--- src/rtl/memory_stage_if.sv ---
// Data-cache request/response bus between the memory stage (master) and the data cache (slave).
interface memory_stage_if #(
    parameter int WORD_W = 32
);
    logic              dmemREN;
    logic              dmemWEN;
    logic [WORD_W-1:0] dmemaddr;
    logic [WORD_W-1:0] dmemstore;
    logic              dhit;
    logic [WORD_W-1:0] dmemload;

    modport master (
        output dmemREN, dmemWEN, dmemaddr, dmemstore,
        input  dhit, dmemload
    );

    modport slave (
        input  dmemREN, dmemWEN, dmemaddr, dmemstore,
        output dhit, dmemload
    );
endinterface

--- src/rtl/memory_stage.sv ---
// MIPS memory stage: issues data-cache accesses, holds them until dhit, selects the
// writeback value and owns the memory-writeback latch and the sticky system halt.
module memory_stage #(
    parameter int WORD_W = 32,
    parameter int REG_W  = 5
) (
    input  logic              CLK,
    input  logic              nRST,
    input  logic [1:0]        mw_state,
    input  logic              m_dREN,
    input  logic              m_dWEN,
    input  logic              m_RegWrite,
    input  logic              m_halt,
    input  logic [1:0]        m_MemToReg,
    input  logic [REG_W-1:0]  m_regWSEL,
    input  logic [WORD_W-1:0] m_port_o,
    input  logic [WORD_W-1:0] m_memstore,
    input  logic [WORD_W-1:0] m_pc4,
    input  logic [WORD_W-1:0] m_lui,
    memory_stage_if.master    dcache,
    output logic              mem_stall,
    output logic [WORD_W-1:0] m_fwd_dat,
    output logic              w_RegWrite,
    output logic [REG_W-1:0]  w_regWSEL,
    output logic [WORD_W-1:0] w_wdat,
    output logic              w_halt,
    output logic              halt
);

    localparam logic [1:0] PIPE_ENABLE = 2'd0;
    localparam logic [1:0] PIPE_STALL  = 2'd1;
    localparam logic [1:0] PIPE_NOP    = 2'd2;

    typedef enum logic [1:0] {
        IDLE   = 2'd0,
        ACCESS = 2'd1,
        HELD   = 2'd2
    } acc_state_t;

    acc_state_t        state_q, state_d;
    logic [WORD_W-1:0] ld_q, ld_d;
    logic              w_regwrite_q, w_regwrite_d;
    logic [REG_W-1:0]  w_regwsel_q, w_regwsel_d;
    logic [WORD_W-1:0] w_wdat_q, w_wdat_d;
    logic              w_halt_q, w_halt_d;
    logic              halt_q, halt_d;

    logic              req;
    logic              hit;
    logic [WORD_W-1:0] ld_sel;
    logic [WORD_W-1:0] sel_dat;

    // A completed access parked in HELD must not be re-issued while the pipe is frozen.
    always_comb begin
        req                = nRST && (state_q != HELD) && (m_dREN || m_dWEN) && !m_halt;
        hit                = req && dcache.dhit;
        dcache.dmemREN     = req && m_dREN && !m_dWEN;
        dcache.dmemWEN     = req && m_dWEN;
        dcache.dmemaddr    = req ? m_port_o   : '0;
        dcache.dmemstore   = req ? m_memstore : '0;
        mem_stall          = req && !dcache.dhit;
    end

    always_comb begin
        state_d = state_q;
        case (state_q)
            IDLE, ACCESS: begin
                if (!req)                         state_d = IDLE;
                else if (!dcache.dhit)            state_d = ACCESS;
                else if (mw_state == PIPE_ENABLE) state_d = IDLE;
                else                              state_d = HELD;
            end
            HELD: begin
                if (mw_state == PIPE_ENABLE)      state_d = IDLE;
            end
            default:                              state_d = IDLE;
        endcase
    end

    always_comb begin
        ld_d   = hit ? dcache.dmemload : ld_q;
        ld_sel = (state_q == HELD) ? ld_q : dcache.dmemload;
        case (m_MemToReg)
            2'd0:    sel_dat = m_port_o;
            2'd1:    sel_dat = ld_sel;
            2'd2:    sel_dat = m_pc4;
            default: sel_dat = m_lui;
        endcase
        m_fwd_dat = sel_dat;
    end

    // Memory-writeback latch; encoding 3 behaves as a stall.
    always_comb begin
        w_regwrite_d = w_regwrite_q;
        w_regwsel_d  = w_regwsel_q;
        w_wdat_d     = w_wdat_q;
        w_halt_d     = w_halt_q;
        case (mw_state)
            PIPE_ENABLE: begin
                w_regwrite_d = m_RegWrite;
                w_regwsel_d  = m_regWSEL;
                w_wdat_d     = sel_dat;
                w_halt_d     = m_halt;
            end
            PIPE_NOP: begin
                w_regwrite_d = 1'b0;
                w_regwsel_d  = '0;
                w_wdat_d     = '0;
                w_halt_d     = 1'b0;
            end
            PIPE_STALL: begin
                w_regwrite_d = w_regwrite_q;
            end
            default: begin
                w_regwrite_d = w_regwrite_q;
            end
        endcase
        halt_d = halt_q || w_halt_q;
    end

    always_ff @(posedge CLK or negedge nRST) begin
        if (!nRST) begin
            state_q      <= IDLE;
            ld_q         <= '0;
            w_regwrite_q <= 1'b0;
            w_regwsel_q  <= '0;
            w_wdat_q     <= '0;
            w_halt_q     <= 1'b0;
            halt_q       <= 1'b0;
        end else begin
            state_q      <= state_d;
            ld_q         <= ld_d;
            w_regwrite_q <= w_regwrite_d;
            w_regwsel_q  <= w_regwsel_d;
            w_wdat_q     <= w_wdat_d;
            w_halt_q     <= w_halt_d;
            halt_q       <= halt_d;
        end
    end

    assign w_RegWrite = w_regwrite_q;
    assign w_regWSEL  = w_regwsel_q;
    assign w_wdat     = w_wdat_q;
    assign w_halt     = w_halt_q;
    assign halt       = halt_q;

endmodule

--- src/flat_wrapper.sv ---
// flat-port wrapper written by rule: the top's interface ports become plain ports
module memory_stage_flat 
#(
    parameter int WORD_W = 32,
    parameter int REG_W  = 5
)
  (CLK, nRST, mw_state, m_dREN, m_dWEN, m_RegWrite, m_halt, m_MemToReg, m_regWSEL, m_port_o, m_memstore, m_pc4, m_lui, mem_stall, m_fwd_dat, w_RegWrite, w_regWSEL, w_wdat, w_halt, halt, dcache_dmemREN, dcache_dmemWEN, dcache_dmemaddr, dcache_dmemstore, dcache_dhit, dcache_dmemload);
  memory_stage_if #(.WORD_W(WORD_W)) dcache_i ();
  input  logic CLK;
  input  logic nRST;
  input  logic [1:0] mw_state;
  input  logic m_dREN;
  input  logic m_dWEN;
  input  logic m_RegWrite;
  input  logic m_halt;
  input  logic [1:0] m_MemToReg;
  input  logic [REG_W-1:0] m_regWSEL;
  input  logic [WORD_W-1:0] m_port_o;
  input  logic [WORD_W-1:0] m_memstore;
  input  logic [WORD_W-1:0] m_pc4;
  input  logic [WORD_W-1:0] m_lui;
  output logic mem_stall;
  output logic [WORD_W-1:0] m_fwd_dat;
  output logic w_RegWrite;
  output logic [REG_W-1:0] w_regWSEL;
  output logic [WORD_W-1:0] w_wdat;
  output logic w_halt;
  output logic halt;
  output wire logic [$bits(dcache_i.dmemREN)-1:0] dcache_dmemREN;
  output wire logic [$bits(dcache_i.dmemWEN)-1:0] dcache_dmemWEN;
  output wire logic [$bits(dcache_i.dmemaddr)-1:0] dcache_dmemaddr;
  output wire logic [$bits(dcache_i.dmemstore)-1:0] dcache_dmemstore;
  input wire logic [$bits(dcache_i.dhit)-1:0] dcache_dhit;
  input wire logic [$bits(dcache_i.dmemload)-1:0] dcache_dmemload;
  assign dcache_dmemREN = dcache_i.dmemREN;
  assign dcache_dmemWEN = dcache_i.dmemWEN;
  assign dcache_dmemaddr = dcache_i.dmemaddr;
  assign dcache_dmemstore = dcache_i.dmemstore;
  assign dcache_i.dhit = dcache_dhit;
  assign dcache_i.dmemload = dcache_dmemload;
  memory_stage #(.WORD_W(WORD_W), .REG_W(REG_W)) u_core (.CLK(CLK), .nRST(nRST), .mw_state(mw_state), .m_dREN(m_dREN), .m_dWEN(m_dWEN), .m_RegWrite(m_RegWrite), .m_halt(m_halt), .m_MemToReg(m_MemToReg), .m_regWSEL(m_regWSEL), .m_port_o(m_port_o), .m_memstore(m_memstore), .m_pc4(m_pc4), .m_lui(m_lui), .dcache(dcache_i), .mem_stall(mem_stall), .m_fwd_dat(m_fwd_dat), .w_RegWrite(w_RegWrite), .w_regWSEL(w_regWSEL), .w_wdat(w_wdat), .w_halt(w_halt), .halt(halt));
endmodule
--- config.mk ---
export PLATFORM = sky130hd
export DESIGN_NAME = memory_stage_flat
export DESIGN_NICKNAME = d
export VERILOG_FILES = /design/src/rtl/memory_stage_if.sv /design/src/rtl/memory_stage.sv /design/src/flat_wrapper.sv
export SDC_FILE = /design/constraint.sdc
export NUM_CORES = 1
export LEC_CHECK = 0
export ABC_AREA = 1
export CORE_AREA = 2 2 122 124
export DETAILED_ROUTE_END_ITERATION = 12
export DIE_AREA = 0 0 124 126
export DONT_BUFFER_PORTS = 1
export PLACE_DENSITY = 0.61
export SYNTH_ARGS = -nofsm -noshare
export SYNTH_HDL_FRONTEND = slang
export SYNTH_SLANG_ARGS = --single-unit
--- constraint.sdc ---
create_clock -name CLK -period 3.2 [get_ports CLK]
set_input_delay 0.32 -clock CLK [delete_from_list [all_inputs] [get_ports CLK]]
set_output_delay 0.32 -clock CLK [all_outputs]
set_load 0.01 [all_outputs]
==> results of run 1 <==
[critical path: stages, from the launching register on]
cell and delay [ns]:
sky130_fd_sc_hd__dfrtp_2 0.42, sky130_fd_sc_hd__nand2_4 0.33, sky130_fd_sc_hd__inv_2 0.08, sky130_fd_sc_hd__nor2_4 0.13, sky130_fd_sc_hd__nand2_2 0.44, sky130_fd_sc_hd__buf_4 0.43, sky130_fd_sc_hd__nor2_1 0.22
[power by group through the flow]
stage	sequential, mW	combinational, mW	clock (mW)
detailed placement	1.21	0.644	0
finish	1.20	0.666	1.05
floorplan	1.19	0.565	0
CTS	1.19	0.672	1.08
global placement	1.21	0.631	0
global route	1.22	0.765	1.12
[flip-flops by register name (all words and copies together) (netlist names)]
register,flops
u_core.state_q,2
u_core.w_halt,1
u_core.w_wdat,32
u_core.ld_q,32
u_core.w_RegWrite,1
u_core.halt,1
u_core.w_regWSEL,5
[cells in the final DEF, fill, tap and decap left out, drive strengths merged, types with 2 or more instances in the layout]
| master | n |
|---|---|
| nor2 | 197 |
| nand2 | 169 |
| inv | 136 |
| nand3 | 97 |
| dfrtp | 74 |
| or2 | 34 |
| o21ai | 32 |
| a21boi | 32 |
| clkbuf | 13 |
| buf | 8 |
| a22o | 6 |
| nor3 | 2 |
[per-stage QoR]
step,instances,power (mW),utilization
floorplan,827,1.75,-
global placement,970,1.84,0.372
detailed placement,970,1.85,0.372
CTS,988,2.95,0.396
global route,988,3.10,0.396
finish,988,2.91,0.396
[what timing repair did]
| action | in CTS | in global routing |
|---|---|---|
| gates resized for setup | 0 | 0 |
| hold buffers | 2 | 0 |
| hold endpoints to repair | 74 | 0 |
[layout make-up]
cell class                      instances  area [sq um]
Inverter                              135           507
Timing Repair Buffer                    9          90.1
Fill cell                            1551          8650
Clock buffer                           13           260
Multi-Input combinational cell        570          2680
Sequential cell                        74          1850
Tap cell                              184           230
Clock inverter                          3          46.3
[routing by layer]
| metal | vias to the layer above | share of wire | wire length (microns) | track usage |
|---|---|---|---|---|
| met5 | - | 0 | 0 | 0 |
| met2 | 225 | 0.48 | 7820 | 0.338 |
| li1 | 2440 | - | - | - |
| met4 | 0 | 0.016 | 253 | 0.0734 |
| met1 | 2278 | 0.43 | 6980 | 0.257 |
| met3 | 17 | 0.073 | 1190 | 0.0417 |
[final timing paths]
check | from | end | slack [ns] | depth (start not counted)
worst max-delay path | u_core.state_q[1]$_DFFE_PN0P_ | dcache_dmemaddr[3] | 0.46 | 6
worst min-delay path | dcache_dhit | u_core.state_q[0]$_DFFE_PN0P_ | 0.05 | 1
worst max register to register | u_core.state_q[1]$_DFFE_PN0P_ | u_core.ld_q[24]$_DFFE_PN0P_ | 1.05 | 5
worst min register to register | u_core.ld_q[5]$_DFFE_PN0P_ | u_core.ld_q[5]$_DFFE_PN0P_ | 0.48 | 2
max in group asynchronous | nRST | u_core.state_q[1]$_DFFE_PN0P_ | 2.34 | 2
min in group asynchronous | nRST | u_core.w_wdat[11]$_DFFE_PN0P_ | 0.53 | 2
[kinds of logic after synthesis]
kind of cell           after synthesis
and+or+nand+nor                    499
DFF                                 74
buffers and inverters              183
AOI/OAI and AO/OA                   71
==> results by stage, run 1 <==
STA:
- The number of pins with negative max-slew slack in the final report is 0.
- The slew at the pin closest to its max-slew limit is 1.15 ns.
- In the finished design, the share of the clock period the worst path needs comes to 0.855.
- Setup slack closes at 0.464 ns.
- The count of final setup violators is 0.
- Setup repair after global routing left no endpoint under its margin.
- Measured against its own limit, the worst slew margin works out to 0.232.
- The setup TNS is 0 ns.
- The final worst hold slack is 0.0511 ns.
- The shortest clock period the worst path allows after layout is 2.74 ns.
- The final hold violation count is 0.
- The final setup skew is 0.00724 ns.
- The fmax is 0.366 GHz.

Power:
- Of the total power, the share spent switching nets is 0.326.
- The share of power burned in combinational logic is 0.229.
- The internal power summed over all cells is 1.96 mW.
- The share of power burned in the clock network is 0.361.
- The share of total power dissipated in sequential elements is 0.411.
- The power density relative to cell area is 514 mW/mm^2.
- In this run the power spent charging and discharging nets is 950 uW.
- The worst-case IR drop observed on VDD is 0.000246 V.
- The leakage power is 3.14 nW.

Global route:
- The first-pass GRT wire length is 24300 microns.
- The via count of the first global-routing pass is 4602.
- The initial antenna violation count is 0.
- For this run, the total global-route usage over all layers was measured as 0.202.
- For this run the aggregate overflow at the end of global routing stands at 0.
- Entering global routing, the biggest net connects 75 pins.

Logic synthesis:
- Each instance of the synthesized netlist takes up on average 6.41 sq um.
- For this run, the register share of the synthesized area comes to 0.349.
- After synthesis, the largest family of logic cells by area is simple AND/OR/NAND/NOR gates.
- The most common cell in the synthesized netlist is sky130_fd_sc_hd__nor2_1.
- The post-synthesis compound-gate area fraction is 0.103.
- The mux share of post-synthesis cell area is 0.
- Yosys attributes the largest share of cell area to sky130_fd_sc_hd__dfrtp_1, sky130_fd_sc_hd__nor2_1, sky130_fd_sc_hd__nand2_1.
- The post-synthesis async set-or-reset flop share is 1.00.
- Among all flip-flop cells after synthesis, the most frequent one is sky130_fd_sc_hd__dfrtp_1.
- The synthesized netlist occupies a cell area of 0.00531 sq mm.
- The Yosys step of the flow raised 0 warnings.
- After synthesis the netlist holds a flip-flop and latch count of 74.
- The number of nets in the synthesized netlist is 1003.
- The number of synthesized flops with an enable pin is 0.
- In the synthesized netlist, the cells that appear most often are sky130_fd_sc_hd__nor2_1, sky130_fd_sc_hd__nand2_1, sky130_fd_sc_hd__inv_1.
- The share of synthesized cell area in full adder, half adder and majority cells is 0.
- The post-synthesis cell type with the largest combined area is sky130_fd_sc_hd__dfrtp_1.
- The share of Yosys cell area claimed by the top area cell type is 0.349.
- The netlist uses 23 different library cells.
- In the synthesized netlist, the number of instances is 827.
- Of the total synthesized cell area, the portion taken by XOR and XNOR cells is 0.
- The simple-gate area share of the yosys netlist is 0.399.

Final layout:
- Compared with the post-synthesis result, the final layout area differs by 6.72%.
- Summing all non-filler instances in the final layout gives an area of 0.00566 sq mm.
- The final layout contains 975 nets.
- In the final layout, the share of cells above drive strength 1 is 0.113.
- 0 antenna diodes ended up in the layout.

Clock network:
- The count of H-tree levels built during CTS is 3.
- Buffers inserted during clock tree synthesis total 9.
- The TritonCTS clock tree is built.
- At the later pin of the worst-skew pair, clock insertion delay measures 0.34 ns.
- The master cell of the clock root buffer is sky130_fd_sc_hd__clkbuf_16.
- The number of setup buffers added after CTS is 0.
- The clock net sink count is 74.
- The clock transition at the registers of the reported paths is 0.06 ns.
- The number of buffers on the longest clock path is 2.

Detailed routing:
- Dividing the detail-routed via count by the number of cells gives 5.02.
- The number of DRC violations after detailed routing is 0.
- The wire length after detailed routing is 16200 microns.
- The count of routing violations after the opening detailed-route iteration is 274.
- The total via count after detailed routing is 4960.
- The detail-routed net length per standard cell is 16.4 microns.
- The number of routed nets with antenna violations is 0.
- The pre-antenna-repair detailed-routing pass consisted of 5 iterations.

Floorplanning:
- For this configuration, the core starts out at a cell density of 0.371.
- After floorplanning, the core was divided into 44 placement rows.
- Pin placement for this block handled 315 I/O pins.
- The die covers 0.0156 sq mm.
- From bottom edge to top edge, the die measures 126 microns.
- The horizontal die dimension is 124 microns.
- The area of the placeable core is 0.0143 sq mm.

Placed design:
- The HPWL reported at the end of detailed placement is 11200 microns.
- The total placed instance area is 0.00532 sq mm.
- During placement, the flow inserted port buffers numbering 0.
- The global placement routability congestion is 0.787.
- Before CTS, the worst setup slack after placement is 0.805 ns.

Critical path:
- Data on the critical path is required at its endpoint by 2.88 ns.
- The data arrival time of the critical path is 2.42 ns.
- The worst setup path is captured at an output pin.
- The launching element type of the critical path is a flop.
- In this run the worst path has a maximum fanout of 47.
- The worst setup path category is reg -> out.

Hold path:
- The min-delay analysis places its worst path in the category in -> reg.

Run status:
- The flow ran to the end, and the final reports show no timing, DRC or antenna violations.

Job:
- The max-capacitance violation count is 0.
Note: power is estimated with default switching activity, not from simulation.
==> run 2, diff against run 1 <==
--- a/config.mk
+++ b/config.mk
@@ -10,7 +10,7 @@
 export DETAILED_ROUTE_END_ITERATION = 12
 export DIE_AREA = 0 0 124 126
 export DONT_BUFFER_PORTS = 1
-export PLACE_DENSITY = 0.61
+export PLACE_DENSITY = 0.63
 export SYNTH_ARGS = -nofsm -noshare
 export SYNTH_HDL_FRONTEND = slang
 export SYNTH_SLANG_ARGS = --single-unit
==> constraint.sdc (replaced) <==
create_clock -name CLK -period 2.27 [get_ports CLK]
set_input_delay 0.227 -clock CLK [delete_from_list [all_inputs] [get_ports CLK]]
set_output_delay 0.227 -clock CLK [all_outputs]
set_load 0.01 [all_outputs]
==> results by stage, run 2 (synthesis gave the netlist of run 1 again) <==
Critical path:
- The largest fanout of any net on the critical path is 33 (was 47).
- The endpoint class of the critical path is an output pin (unchanged).
- The worst setup path category is reg -> out (unchanged).
- The depth of the critical timing path with buffers and inverters included is 7 (was 6).
- The data arrival time of the critical path is 1.69 ns (was 2.42 ns).
- The launching element type of the critical path is a flop (unchanged).
- The count of buffer and inverter cells on the critical path was 3 (was 2).
- The capture instance of the worst register-to-register path is u_core.w_wdat[4]$_DFFE_PN0P_ (was u_core.ld_q[24]$_DFFE_PN0P_).
- The depth of the most critical reg-to-reg path is 7 (was 5).
- The most numerous cell type found on the critical path is sky130_fd_sc_hd__buf_4.
- The capture point of the worst path is m_fwd_dat[29] (was dcache_dmemaddr[3]).
- The largest incremental delay on the critical path is 0.37 ns (was 0.44 ns).
- The worst reg-to-reg setup slack was 0.85 ns (was 1.05 ns).
- The required time of the critical path is 2.04 ns (was 2.88 ns).
- The cell with the biggest individual delay on the critical path is sky130_fd_sc_hd__dfrtp_1 (was sky130_fd_sc_hd__nand2_2).
- The critical path startpoint is u_core.state_q[0]$_DFFE_PN0P_ (was u_core.state_q[1]$_DFFE_PN0P_).
- Cell-by-cell trace of the critical path: inv_2 -> nand2_4 -> buf_4 -> nand2_1 -> nand3_1 -> a21boi_0 -> buf_4 (was nand2_4 -> inv_2 -> nor2_4 -> nand2_2 -> buf_4 -> nor2_1).
- The origin of the critical flop-to-flop path is u_core.state_q[1]$_DFFE_PN0P_ (unchanged).
- The dominant delay contributor by cell family on the critical path was buffers and inverters (was simple AND/OR/NAND/NOR gates).

Final layout:
- The share of post-route cells with drive strength above 1 was 0.146 (was 0.113).
- The final antenna diode count came to 0 (unchanged).
- Most used cells in the layout excluding fill and tap cells: sky130_fd_sc_hd__nor2_1, sky130_fd_sc_hd__nand2_1, sky130_fd_sc_hd__inv_1 (unchanged).
- The number of nets in the layout was 1012 (was 975).
- The post-route cell area is 0.00601 sq mm (was 0.00566 sq mm).
- The area taken by flip-flops and latches is 0.00185 sq mm (unchanged).
- The number of fill cells is 1531 (was 1551).
- The multi-input logic area is 0.00268 sq mm (unchanged).
- The growth of design area from synthesis to finish was 13.3% (was 6.72%).
- The commonest non-fill, non-tap cell in the layout is sky130_fd_sc_hd__nor2_1 (unchanged).

STA:
- The worst slew margin relative to its limit is 0.454 (was 0.232).
- The post-route worst setup slack was 0.351 ns (was 0.464 ns).
- Derived from the worst setup path, the maximum achievable clock frequency is 0.521 GHz.
- The clock period could shrink to 1.92 ns.
- The slew at the pin closest to its max-slew limit is 0.816 ns (was 1.15 ns).
- The final hold violation count came to 0 (unchanged).
- The final setup skew was 0.00968 ns (was 0.00724 ns).
- The setup TNS was 0 ns (unchanged).
- The post-route clock period utilization is 0.845.
- The count of final setup violators was 0 (unchanged).
- Setup repair after global routing missed its margin: no (unchanged).
- The number of pins with negative max-slew slack in the final report is 0 (unchanged).

Placed design:
- The HPWL reported at the end of detailed placement is 11600 microns (was 11200 microns).
- The number of port buffers is 0 (unchanged).
- The global placement routability congestion is 0.859 (was 0.787).
- The pre-CTS setup slack is 0.716 ns (was 0.805 ns).
- The total placed instance area is 0.00558 sq mm (was 0.00532 sq mm).

Global route:
- The residual overflow from global routing is 0 (unchanged).
- The initial antenna violation count is 0 (unchanged).
- The via count of the first global-routing pass was 4636 (was 4602).
- The first-pass GRT wire length is 24500 microns (was 24300 microns).
- The all-layer global routing usage is 0.207 (was 0.202).
- The maximum number of pins on one net before global-route repair is 75 (unchanged).

Floorplanning:
- The effective utilization at floorplan is 0.371 (unchanged).
- The horizontal die dimension is 124 microns (unchanged).
- The die outline area came to 0.0156 sq mm (unchanged).
- The number of ports placed on the die boundary was 315 (unchanged).
- The vertical extent of the die came to 126 microns (unchanged).
- The area of the placeable core is 0.0143 sq mm (unchanged).
- The number of rows created at floorplan came to 44 (unchanged).

Clock network:
- The clock net sink count is 74 (unchanged).
- The master cell of the clock root buffer was sky130_fd_sc_hd__clkbuf_16 (unchanged).
- The clock transition at the registers of the reported paths is 0.06 ns (about the same).
- The number of buffers on the longest clock path came to 2 (unchanged).
- The TritonCTS clock tree is built (unchanged).
- The number of buffers added by the clock tree synthesis step is 9 (unchanged).
- The count of H-tree levels built during CTS is 3 (unchanged).
- The insertion delay to the later sink of the worst-skew pair is 0.34 ns (about the same).

Detailed routing:
- The wire length after detailed routing is 16500 microns (was 16200 microns).
- The number of DRC violations after detailed routing is 0 (unchanged).
- The total via count after detailed routing is 5037 (was 4960).
- The via count normalized by instance count came to 4.92 (was 5.02).
- The detail-routed net length per standard cell came to 16.1 microns (was 16.4 microns).
- The number of search-and-repair iterations in the first detailed-routing pass was 7 (was 5).
- The count of routing violations after the opening detailed-route iteration is 276 (was 274).
- The number of routed nets with antenna violations is 0 (unchanged).

Power:
- The peak supply drop is 0.000318 V (was 0.000246 V).
- The power density relative to cell area is 725 mW/mm^2 (was 514 mW/mm^2).
- The leakage power came to 3.34 nW (was 3.14 nW).

Run status:
- Status: finished, final reports clean (unchanged).

Hold path:
- The path type of the worst min-delay path is in -> reg (unchanged).

Job:
- The max-capacitance violation count is 0 (unchanged).
-- run 2: final cells by class --
class                      count  area share
multi-input combinational    570       0.445
clock inverter                 4      0.0164
inverter                     135      0.0843
tap                          184      0.0383
timing repair buffer          46      0.0674
clock buffer                  11      0.0404
sequential                    74       0.308
-- run 2: repair_timing --
action | in CTS | in global routing
setup buffers | 0 | 0
resized for setup | 0 | 0
setup endpoints to repair | 0 | 0
endpoints found under the hold margin | 89 | 1
hold buffers | 6 | 1
-- run 2: how the worst min path moves through the flow --
stage               depth (start not counted)                            end        start  slack, ns
floorplan                                   0          u_core.halt$_DFF_PN0_         nRST      -0.07
global placement                            0  u_core.w_wdat[11]$_DFFE_PN0P_         nRST      -0.07
detailed placement                          0  u_core.w_wdat[11]$_DFFE_PN0P_         nRST      -0.07
CTS                                         2  u_core.w_wdat[20]$_DFFE_PN0P_  mw_state[0]     0.0005
global route                                2   u_core.w_wdat[1]$_DFFE_PN0P_  mw_state[0]      0.001
finish                                      2  u_core.w_wdat[15]$_DFFE_PN0P_  mw_state[0]       0.02
-- run 2: where the power goes --
| group | internal (mW) | switching [mW] |
|---|---|---|
| clock | 1.10 | 0.547 |
| sequential | 1.53 | 0.153 |
| combinational | 0.387 | 0.639 |
-- run 2: routing by layer --
metal	track usage	wire length, microns
met2	0.357	8080
met1	0.249	6860
met3	0.0498	1240
met5	0	0
met4	0.0720	318
-- run 2: stage by stage --
| step | std cells | hold WS (ns) | util | power (mW) |
|---|---|---|---|---|
| after floorplan | 827 | -0.0686 | - | 2.47 |
| after global routing | 1024 | 0.00101 | 0.420 | 4.64 |
| final | 1024 | 0.0165 | 0.420 | 4.36 |
| after detailed placement | 1002 | -0.0671 | 0.390 | 2.69 |
| after CTS | 1023 | 0.000480 | 0.419 | 4.41 |
| after global placement | 1002 | -0.0668 | 0.390 | 2.66 |
-- run 2: worst reg2reg max path, delay by kind of cell (launching register included) --
kind | cells | cell delay [ns]
buf+inv | 1 | 0.36
simple gates | 6 | 0.51
flops | 1 | 0.42
==> run 3, diff against run 2 <==
--- a/config.mk
+++ b/config.mk
@@ -10,7 +10,7 @@
 export DETAILED_ROUTE_END_ITERATION = 12
 export DIE_AREA = 0 0 124 126
 export DONT_BUFFER_PORTS = 1
-export PLACE_DENSITY = 0.63
+export PLACE_DENSITY = 0.61
 export SYNTH_ARGS = -nofsm -noshare
 export SYNTH_HDL_FRONTEND = slang
 export SYNTH_SLANG_ARGS = --single-unit
==> constraint.sdc (replaced) <==
create_clock -name CLK -period 1.85 [get_ports CLK]
set_input_delay 0.185 -clock CLK [delete_from_list [all_inputs] [get_ports CLK]]
set_output_delay 0.185 -clock CLK [all_outputs]
set_load 0.01 [all_outputs]
==> results by stage, run 3 (synthesis gave the netlist of run 1 again) <==
Detailed routing:
- The count of routing violations after the opening detailed-route iteration is 266 (was 276).
- The total via count after detailed routing is 5064 (was 5037).
- The detail-routed net length per standard cell is 15.7 microns (was 16.1 microns).
- The number of routed nets with antenna violations is 0 (unchanged).
- The number of search-and-repair iterations in the first detailed-routing pass was 6 (was 7).
- The number of DRC violations after detailed routing is 0 (unchanged).
- The wire length after detailed routing is 16300 microns (was 16500 microns).
- The via count normalized by instance count was 4.87 (was 4.92).

STA:
- The slew at the pin closest to its max-slew limit is 0.442 ns (was 0.816 ns).
- The final setup skew is 0.00688 ns (was 0.00968 ns).
- The worst slew margin relative to its limit is 0.705 (was 0.454).
- The number of pins with negative max-slew slack in the final report is 0 (unchanged).
- Setup repair after global routing missed its margin: yes (was no).
- The setup TNS came to 0 ns (unchanged).
- The post-route clock period utilization is 0.954.
- The count of final setup violators is 0 (unchanged).
- For the finished layout, the period the worst path requires is 1.77 ns.
- The final worst hold slack is -0.462 ns (was 0.0165 ns).
- The fmax is 0.566 GHz.
- The final hold violation count is 74 (was 0).
- The post-route worst setup slack is 0.0847 ns (was 0.351 ns).

Placed design:
- The global placement routability congestion was 0.785 (was 0.859).
- The pre-CTS setup slack came to 0.361 ns (was 0.716 ns).
- The HPWL reported at the end of detailed placement came to 11700 microns (was 11600 microns).
- The number of port buffers came to 0 (unchanged).

Critical path:
- The data arrival time of the critical path is 1.58 ns (was 1.69 ns).
- The worst setup path category is reg -> out (unchanged).
- The worst reg-to-reg setup slack is 0.55 ns (was 0.85 ns).
- Cell-by-cell trace of the critical path: nand2_4 -> inv_2 -> nor2_4 -> nand2_2 -> buf_12 -> nor3_4 -> buf_4 (was inv_2 -> nand2_4 -> buf_4 -> nand2_1 -> nand3_1 -> a21boi_0 -> buf_4).
- The required time of the critical path was 1.66 ns (was 2.04 ns).
- The cell with the biggest individual delay on the critical path is sky130_fd_sc_hd__dfrtp_2 (was sky130_fd_sc_hd__dfrtp_1).
- The endpoint class of the critical path is an output pin (unchanged).
- The largest fanout of any net on the critical path is 59 (was 33).
- The launching element type of the critical path is a flop (unchanged).
- The largest incremental delay on the critical path is 0.44 ns (was 0.37 ns).

Hold path:
- The path type of the worst min-delay path is in -> async (was in -> reg).

Clock network:
- The insertion delay to the later sink of the worst-skew pair was 0.34 ns (about the same).
- The master cell of the clock root buffer is sky130_fd_sc_hd__clkbuf_16 (unchanged).
- The clock transition at the registers of the reported paths is 0.06 ns (about the same).
- The number of post-CTS setup repair buffers is 0 (unchanged).
- The TritonCTS clock tree is built (unchanged).
- The count of H-tree levels built during CTS is 3 (unchanged).
- The number of buffers added by the clock tree synthesis step was 9 (unchanged).
- The clock net sink count is 74 (unchanged).
- The number of buffers on the longest clock path is 2 (unchanged).
- The hold buffer count at cts is 19 (was 6).

Run status:
- Status: finished with violations (was finished, final reports clean).
- The final reports fail on negative hold slack.

Floorplanning:
- The effective utilization at floorplan was 0.371 (unchanged).
- The horizontal die dimension was 124 microns (unchanged).
- The number of rows created at floorplan was 44 (unchanged).
- The number of ports placed on the die boundary is 315 (unchanged).
- The vertical extent of the die was 126 microns (unchanged).
- The die outline area is 0.0156 sq mm (unchanged).
- The area of the placeable core is 0.0143 sq mm (unchanged).

Final layout:
- The share of post-route cells with drive strength above 1 is 0.153 (was 0.146).
- The commonest non-fill, non-tap cell in the layout is sky130_fd_sc_hd__nor2_1 (unchanged).
- Most used cells in the layout excluding fill and tap cells: sky130_fd_sc_hd__nor2_1, sky130_fd_sc_hd__nand2_1, sky130_fd_sc_hd__inv_1 (unchanged).
- The number of fill cells is 1527 (was 1531).
- The number of nets in the layout is 1025 (was 1012).
- The growth of design area from synthesis to finish is 15.9% (was 13.3%).

Power:
- The power density relative to cell area is 835 mW/mm^2 (was 725 mW/mm^2).
- The peak supply drop is 0.000395 V (was 0.000318 V).
- The leakage power is 3.40 nW (was 3.34 nW).

Global route:
- The initial antenna violation count is 1 (was 0).
- The via count of the first global-routing pass came to 4754 (was 4636).
- The maximum number of pins on one net before global-route repair is 76 (was 75).
- The first-pass GRT wire length is 24700 microns (was 24500 microns).
- The residual overflow from global routing is 0 (unchanged).
- The all-layer global routing usage is 0.206 (was 0.207).

Job:
- The max-capacitance violation count is 0 (unchanged).
==> run 3: layer usage <==
metal | global-route usage | share of wire | vias to the layer above
met1 | 0.260 | 0.43 | 2304
met4 | 0.0516 | 0.0080 | 0
met3 | 0.0516 | 0.068 | 14
li1 | - | - | 2539
met2 | 0.348 | 0.49 | 207
met5 | 0 | 0 | -
==> run 3: layout make-up <==
| type | instances | area [sq um] | area share |
|---|---|---|---|
| antenna | 1 | 2.50 | 0.000407 |
| clock buffer | 10 | 239 | 0.0389 |
| clock inverter | 6 | 65.1 | 0.0106 |
| inverter | 135 | 507 | 0.0824 |
| multi-input combinational | 570 | 2700 | 0.440 |
| sequential | 74 | 1850 | 0.301 |
| tap | 184 | 230 | 0.0374 |
| timing repair buffer | 59 | 549 | 0.0893 |
==> run 3: worst max-delay path, delay by kind of cell (launching register included) <==
family / cells / cell delay, ns
flip-flops: 1 / 0.44
buffers and inverters: 3 / 0.38
AND/OR/NAND/NOR: 4 / 0.40
==> run 3: stage by stage <==
step,total power [mW],area (sq um),std cells,utilization,hold slack (ns)
3_3_place_gp,3.29,5600,1003,0.391,-0.109
2_1_floorplan,3.03,5310,827,-,-0.111
4_1_cts,5.18,6110,1038,0.427,-0.479
6_report,5.14,6150,1039,0.430,-0.462
5_1_grt,5.48,6150,1039,0.430,-0.487
3_5_place_dp,3.30,5600,1003,0.391,-0.109
==> run 3: final timing paths <==
| check | from | end | depth (start not counted) |
|---|---|---|---|
| min in group CLK | dcache_dmemload[25] | u_core.ld_q[25]$_DFFE_PN0P_ | 2 |
| setup / recovery | u_core.state_q[1]$_DFFE_PN0P_ | dcache_dmemREN | 7 |
| hold reg to reg | u_core.ld_q[8]$_DFFE_PN0P_ | u_core.ld_q[8]$_DFFE_PN0P_ | 2 |
| setup reg to reg | u_core.state_q[1]$_DFFE_PN0P_ | u_core.ld_q[24]$_DFFE_PN0P_ | 7 |
| max in group asynchronous | nRST | u_core.ld_q[30]$_DFFE_PN0P_ | 0 |
| hold / removal | nRST | u_core.w_wdat[12]$_DFFE_PN0P_ | 0 |
==> run 3: repair_timing <==
item,in CTS,in global routing
pin swaps,0,0
hold endpoints to repair,124,74
resized for setup,1,15
endpoints found under the setup margin,1,24
==> run 3: where the power goes <==
group	switching [mW]	internal, mW	leakage (nW)	total (mW)
Clock	0.714	1.08	0.149	1.80
Combinational	0.761	0.506	2.30	1.27
Sequential	0.196	1.88	0.946	2.07
Total	1.67	3.46	3.40	5.14
